### src/rtl/fifo_frame_reader.sv
// Drains a COREFIFO read port and frames it as HEADER, payload words, TRAILER on a valid/ready stream.
// First payload word appears RD_LATENCY+1 cycles after the header transfers; reads are credit-limited by the skid buffer.
module fifo_frame_reader #(
    parameter int         RD_LATENCY = 1,
    parameter int         LEN_WIDTH  = 16,
    parameter int         TO_WIDTH   = 16,
    parameter logic [7:0] SYNC_HDR   = 8'hA5,
    parameter logic [7:0] SYNC_TRL   = 8'h5A
) (
    input  logic                 CLK,
    input  logic                 RESET,
    input  logic                 ENABLE,
    input  logic [7:0]           CHANNEL_ID,
    input  logic [LEN_WIDTH-1:0] FRAME_LEN,
    input  logic [TO_WIDTH-1:0]  TIMEOUT,
    input  logic                 FIFO_EMPTY,
    input  logic [63:0]          FIFO_Q,
    output logic                 FIFO_RE,
    output logic [63:0]          OUT_DATA,
    output logic                 OUT_VALID,
    input  logic                 OUT_READY,
    output logic                 OUT_LAST,
    output logic                 BUSY,
    output logic [15:0]          FRAME_SEQ
);

    localparam int DEPTH = RD_LATENCY + 1;
    localparam int CW    = $clog2(DEPTH + 1);
    localparam int OW    = CW + 1;
    localparam int PW    = (DEPTH > 1) ? $clog2(DEPTH) : 1;

    typedef enum logic [1:0] {S_IDLE, S_HEADER, S_PAYLOAD, S_TRAILER} state_t;

    state_t                state;
    logic [LEN_WIDTH-1:0]  len_q;
    logic [LEN_WIDTH-1:0]  sent;
    logic [LEN_WIDTH-1:0]  issued;
    logic [7:0]            chan_q;
    logic [15:0]           seq_q;
    logic [TO_WIDTH-1:0]   stall_cnt;
    logic                  to_flag;
    logic [63:0]           skid_mem [DEPTH];
    logic [PW-1:0]         wr_ptr;
    logic [PW-1:0]         rd_ptr;
    logic [CW-1:0]         buf_cnt;
    logic [RD_LATENCY-1:0] re_pipe;
    logic [CW-1:0]         inflight;
    logic [OW-1:0]         occ;
    logic                  pop;
    logic                  push;
    logic                  rd_fire;

    function automatic logic [PW-1:0] ptr_inc(input logic [PW-1:0] p);
        return (p == PW'(DEPTH - 1)) ? '0 : p + PW'(1);
    endfunction

    always_comb begin
        inflight = '0;
        for (int i = 0; i < RD_LATENCY; i++) begin
            inflight = inflight + CW'(re_pipe[i]);
        end
    end

    assign pop  = (state == S_PAYLOAD) && (buf_cnt != '0) && OUT_READY;
    assign push = re_pipe[RD_LATENCY-1];

    // A word leaving this cycle frees its slot, so back-to-back reads never leave a bubble.
    assign occ     = OW'(buf_cnt) - OW'(pop) + OW'(inflight);
    assign rd_fire = !RESET && (state == S_PAYLOAD) && !FIFO_EMPTY && (issued < len_q)
                     && !to_flag && (occ < OW'(DEPTH));
    assign FIFO_RE = rd_fire;

    always_comb begin
        OUT_DATA  = '0;
        OUT_VALID = 1'b0;
        OUT_LAST  = 1'b0;
        case (state)
            S_HEADER: begin
                OUT_DATA  = {SYNC_HDR, chan_q, seq_q, 16'(len_q), 16'h0};
                OUT_VALID = 1'b1;
            end
            S_PAYLOAD: begin
                OUT_DATA  = (buf_cnt != '0) ? skid_mem[rd_ptr] : '0;
                OUT_VALID = (buf_cnt != '0);
            end
            S_TRAILER: begin
                OUT_DATA  = {SYNC_TRL, chan_q, seq_q, 16'(sent), 15'h0, to_flag};
                OUT_VALID = 1'b1;
                OUT_LAST  = 1'b1;
            end
            default: ;
        endcase
    end

    assign BUSY      = (state != S_IDLE);
    assign FRAME_SEQ = seq_q;

    always_ff @(posedge CLK) begin
        if (RESET) begin
            state     <= S_IDLE;
            len_q     <= '0;
            sent      <= '0;
            issued    <= '0;
            chan_q    <= '0;
            seq_q     <= '0;
            stall_cnt <= '0;
            to_flag   <= 1'b0;
            wr_ptr    <= '0;
            rd_ptr    <= '0;
            buf_cnt   <= '0;
            re_pipe   <= '0;
        end else begin
            re_pipe[0] <= rd_fire;
            for (int i = 1; i < RD_LATENCY; i++) begin
                re_pipe[i] <= re_pipe[i-1];
            end

            if (push) begin
                skid_mem[wr_ptr] <= FIFO_Q;
                wr_ptr           <= ptr_inc(wr_ptr);
            end
            if (pop) begin
                rd_ptr <= ptr_inc(rd_ptr);
                sent   <= sent + LEN_WIDTH'(1);
            end
            buf_cnt <= buf_cnt + CW'(push) - CW'(pop);
            if (rd_fire) begin
                issued <= issued + LEN_WIDTH'(1);
            end

            // Stall watchdog only runs while the frame still owes reads from the FIFO.
            if (rd_fire) begin
                stall_cnt <= '0;
            end else if ((state == S_PAYLOAD) && FIFO_EMPTY && (issued < len_q)
                         && !to_flag && (TIMEOUT != '0)) begin
                stall_cnt <= stall_cnt + TO_WIDTH'(1);
                if (stall_cnt + TO_WIDTH'(1) == TIMEOUT) begin
                    to_flag <= 1'b1;
                end
            end

            case (state)
                S_IDLE: begin
                    if (ENABLE && !FIFO_EMPTY) begin
                        state     <= S_HEADER;
                        len_q     <= (FRAME_LEN == '0) ? LEN_WIDTH'(1) : FRAME_LEN;
                        chan_q    <= CHANNEL_ID;
                        sent      <= '0;
                        issued    <= '0;
                        stall_cnt <= '0;
                        to_flag   <= 1'b0;
                    end
                end
                S_HEADER: begin
                    if (OUT_READY) begin
                        state <= S_PAYLOAD;
                    end
                end
                S_PAYLOAD: begin
                    if (pop && (sent + LEN_WIDTH'(1) == len_q)) begin
                        state <= S_TRAILER;
                    end else if (to_flag && (buf_cnt == '0) && (inflight == '0)) begin
                        state <= S_TRAILER;
                    end
                end
                S_TRAILER: begin
                    if (OUT_READY) begin
                        state   <= S_IDLE;
                        seq_q   <= seq_q + 16'd1;
                        to_flag <= 1'b0;
                    end
                end
                default: state <= S_IDLE;
            endcase
        end
    end

endmodule

### config.mk
export PLATFORM = sky130hd
export DESIGN_NAME = fifo_frame_reader
export DESIGN_NICKNAME = d
export VERILOG_FILES = /design/src/rtl/fifo_frame_reader.sv
export SDC_FILE = /design/constraint.sdc
export NUM_CORES = 1
export LEC_CHECK = 0
export ABC_CLOCK_PERIOD_IN_PS = 7400
export BUFFER_PORTS_ARGS = -buffer_cell sky130_fd_sc_hd__buf_2
export CAP_MARGIN = 20
export CORE_ASPECT_RATIO = 1.4
export CORE_MARGIN = 2
export CORE_UTILIZATION = 55
export CTS_BUF_LIST = sky130_fd_sc_hd__clkbuf_4 sky130_fd_sc_hd__clkbuf_8
export CTS_CLUSTER_DIAMETER = 100
export DETAILED_ROUTE_END_ITERATION = 16
export PLACE_DENSITY = 0.89
export SYNTH_ARGS = -nofsm -noshare
export SYNTH_HDL_FRONTEND = slang
export SYNTH_SLANG_ARGS = --single-unit
### constraint.sdc
create_clock -name CLK -period 7.4 [get_ports CLK]
set_input_delay 0 -clock CLK [delete_from_list [all_inputs] [get_ports CLK]]
set_output_delay 0 -clock CLK [all_outputs]
set_load 0.02 [all_outputs]
==> results.yml <==
worst_hold_path:
  min_path_cells: 4
  hold_path_end: "to_flag"
  hold_path.class: "primary input to register"
  min_from: "TIMEOUT[13]"
pwr:
  p_leak_uw: 0.005115
  peakVddDrop_v: 0.0001688
  p_per_area_nw_per_um2: 210.2
yosys:
  synth_edf_count: 128
  synth_top_area_cell: "edfxtp_1"
  ys_ff_latch: 225
  yosysSeqAreaShare_pct: 53.46
  synthTopCellsByCount: "128 x edfxtp_1, 110 x nand2_1, 107 x nor2_1, 97 x dfxtp_1, 60 x o21ai_0"
  syn_inst: 1029
  yosys.area.top_type_share_pct: 35.51
  synth_area_um2: 10820
  synthFlopType: "edfxtp_1"
  avgSynthCellArea_um2: 10.52
  syn_nets: 1164
  yosysMostFrequentCell: "edfxtp_1"
  synth_area_leaders: "edfxtp_1 36%, dfxtp_1 18%, mux2i_1 5.1%, xor2_1 4.0%, nand2_1 3.8%"
  async_flop_share_pct: 0
  yosysWarnings: 0
  synth.distinct_cells: 64
floorplan:
  io_pins: 193
  start_util_pct: 56.10
  die_area_um2: 20830
  die_w_um: 122.6
  die_y_um: 170.0
  row_count: 60
  core_area_um2: 19290
setup_path:
  critical_path_class: "register to register"
  cp_data_arrival_time_ns: 5.30
  reg2reg_to: "stall_cnt[10]"
  crit_path_start_kind: "register"
  worstPathRequired_ns: 7.77
  worstReg2RegStart: "state[0]"
  crit_fanout: 20
  end_kind: "register"
  reg2reg_slack_ns: 2.47
  reg2reg_depth: 15
  startpoint: "state[0]"
clocking:
  clockBufferDepth: 3
  ctsResizeCount: 0
  cts_root_buf: "clkbuf_8"
  cts_hold_buf: 88
  postCtsSetupBuffers: 0
  clk_latency_ns: 0.53
  cts_htree_levels: 2
  cts_made_buffers: 36
  clock_sinks: 225
  path_clk_slew_ns: 0.06
  cts_tree: "yes"
detailed_routing:
  firstDrtPassIters: 10
  drt_first_iter_violations: 933
  post-route-drc-count: 0
  viasPerCell: 5.789
  wirelength_um: 29850
  num_vias: 9101
  drtAntennaViolNets: 0
  wl_per_cell_um: 18.99
placement:
  dp_hpwl_um: 19060
  port_buffers: 192
  globalplace.congestion: 0.9566
timing:
  fin_crit_ns: 4.931
  drv_slew: 0
  setup_violations: 0
  fin_skew_ns: 0.02050
  max_freq_mhz: 202.8
  slew_headroom_pct: 26.27
  rsz0062_at_grt: "false"
  worst_pin_slew_ns: 1.102
  final.setup.tns_ns: 0
  fin_crit_sh_pct: 66.63
  hold_violations: 0
grt:
  grt_first_pass_wirelength_um: 46390
  antenna_found_initial: 2
  track_usage_pct: 28.54
  grt_max_degree: 65
  grt_pass1_vias: 9265
  gr-total-overflow: 0
cells_and_area:
  area_growth_pct: 24.55
  nFillCells: 1342
  nets: 1431
  drive_above_1_share_pct: 22.15
  multi_input_area_um2: 4663
  final_core_util_pct: 69.87
  regArea_um2: 5789
run:
  max_cap_viol_count: 0
run_status:
  status: "complete, no violations"
## final cells by class
| cell class | count | share of cell area [%] |
|---|---|---|
| Antenna cell | 1 | 0.01856 |
| Clock buffer | 53 | 4.715 |
| Sequential cell | 225 | 42.95 |
| Timing Repair Buffer | 289 | 14.16 |
| Inverter | 30 | 0.8353 |
| Tap cell | 248 | 2.302 |
| Multi-Input combinational cell | 714 | 34.59 |
| Clock inverter | 12 | 0.4270 |
## state kept, by name (all words and copies together), names as in the netlist, 8 cells and up, named ones only
register and cells:
skid_mem 128, FRAME_SEQ 16, issued 16, len_q 16, sent 16, stall_cnt 16
chan_q 8
## metrics by stage
step                hold slack (ns)  power [uW]  std cells  setup slack, ns  area (um2)
floorplan                   0.09887        1637       1029            1.713       10820
global placement             0.1874        1762       1418            2.819       11900
detailed placement           0.1907        1773       1418            2.606       11900
CTS                        0.007034        2819       1571            2.557       13480
global route                0.01388        2934       1572            2.122       13480
finish                      0.02029        2833       1572            2.469       13480
## placed cells by master, fill, tap and decap left out, drive strengths merged, types with 35 or more instances in the layout
master | synthesis | routed
nor2 | 108 | 108
xnor2 | 38 | 38
buf | 20 | 201
nand2 | 112 | 112
xor2 | 50 | 50
edfxtp | 128 | 128
o21ai | 61 | 61
mux2i | 55 | 55
clkbuf | 40 | 53
a21oi | 35 | 35
dfxtp | 97 | 97
dlygate4sd3 | 0 | 88
## metal layers
layer / share of wire, % / global-route usage (%) / vias up
met2: 54 / 52.46 / 427
li1: - / - / 4242
met1: 35 / 31.00 / 4333
met4: 4.3 / 13.89 / 2
met3: 6.6 / 5.261 / 97
met5: 0.044 / 0 / -
## critical path: stages, from the launching register on
cell	delay, ns
dfxtp_1	0.40
inv_1	0.09
ha_1	0.24
o21a_1	0.37
nand2_1	0.41
clkinv_1	0.32
ha_1	0.37
inv_1	0.04
ha_1	0.18
fa_1	0.39
xnor2_1	0.14
or4_1	0.42
a21oi_2	0.37
and2_1	0.36
nand2b_1	0.54
nor2_1	0.12
## worst max-delay path by stage
stage                     end  slack [ns]  cells past startpoint
5_1_grt         stall_cnt[10]        2.12                     15
6_report        stall_cnt[10]        2.47                     15
2_1_floorplan  skid_mem[1][0]        1.71                      3
3_3_place_gp     stall_cnt[4]        2.82                     14
3_5_place_dp    stall_cnt[12]        2.61                     15
4_1_cts         stall_cnt[10]        2.56                     15
## where the power goes
part | switching [uW] | internal, uW
clock network | 484 | 553
registers | 29.5 | 1350
logic | 267 | 149
total | 780 | 2050
## logic make-up (layout without fill, tap and decap cells)
| kind of cell | count (synthesis) | count (layout) | synth area share (%) |
|---|---|---|---|
| DFF | 225 | 225 | 53.46 |
| and+or+nand+nor | 374 | 374 | 16.90 |
| AOI/OAI and AO/OA | 155 | 155 | 9.145 |
| adders and majority gates | 26 | 26 | 3.075 |
| other | 0 | 1 | 0 |
| buffers and inverters | 90 | 384 | 3.549 |
| xor gates and xnor gates | 88 | 88 | 7.121 |
| muxes | 71 | 71 | 6.751 |
No activity file was read; power rests on OpenSTA's default activity.
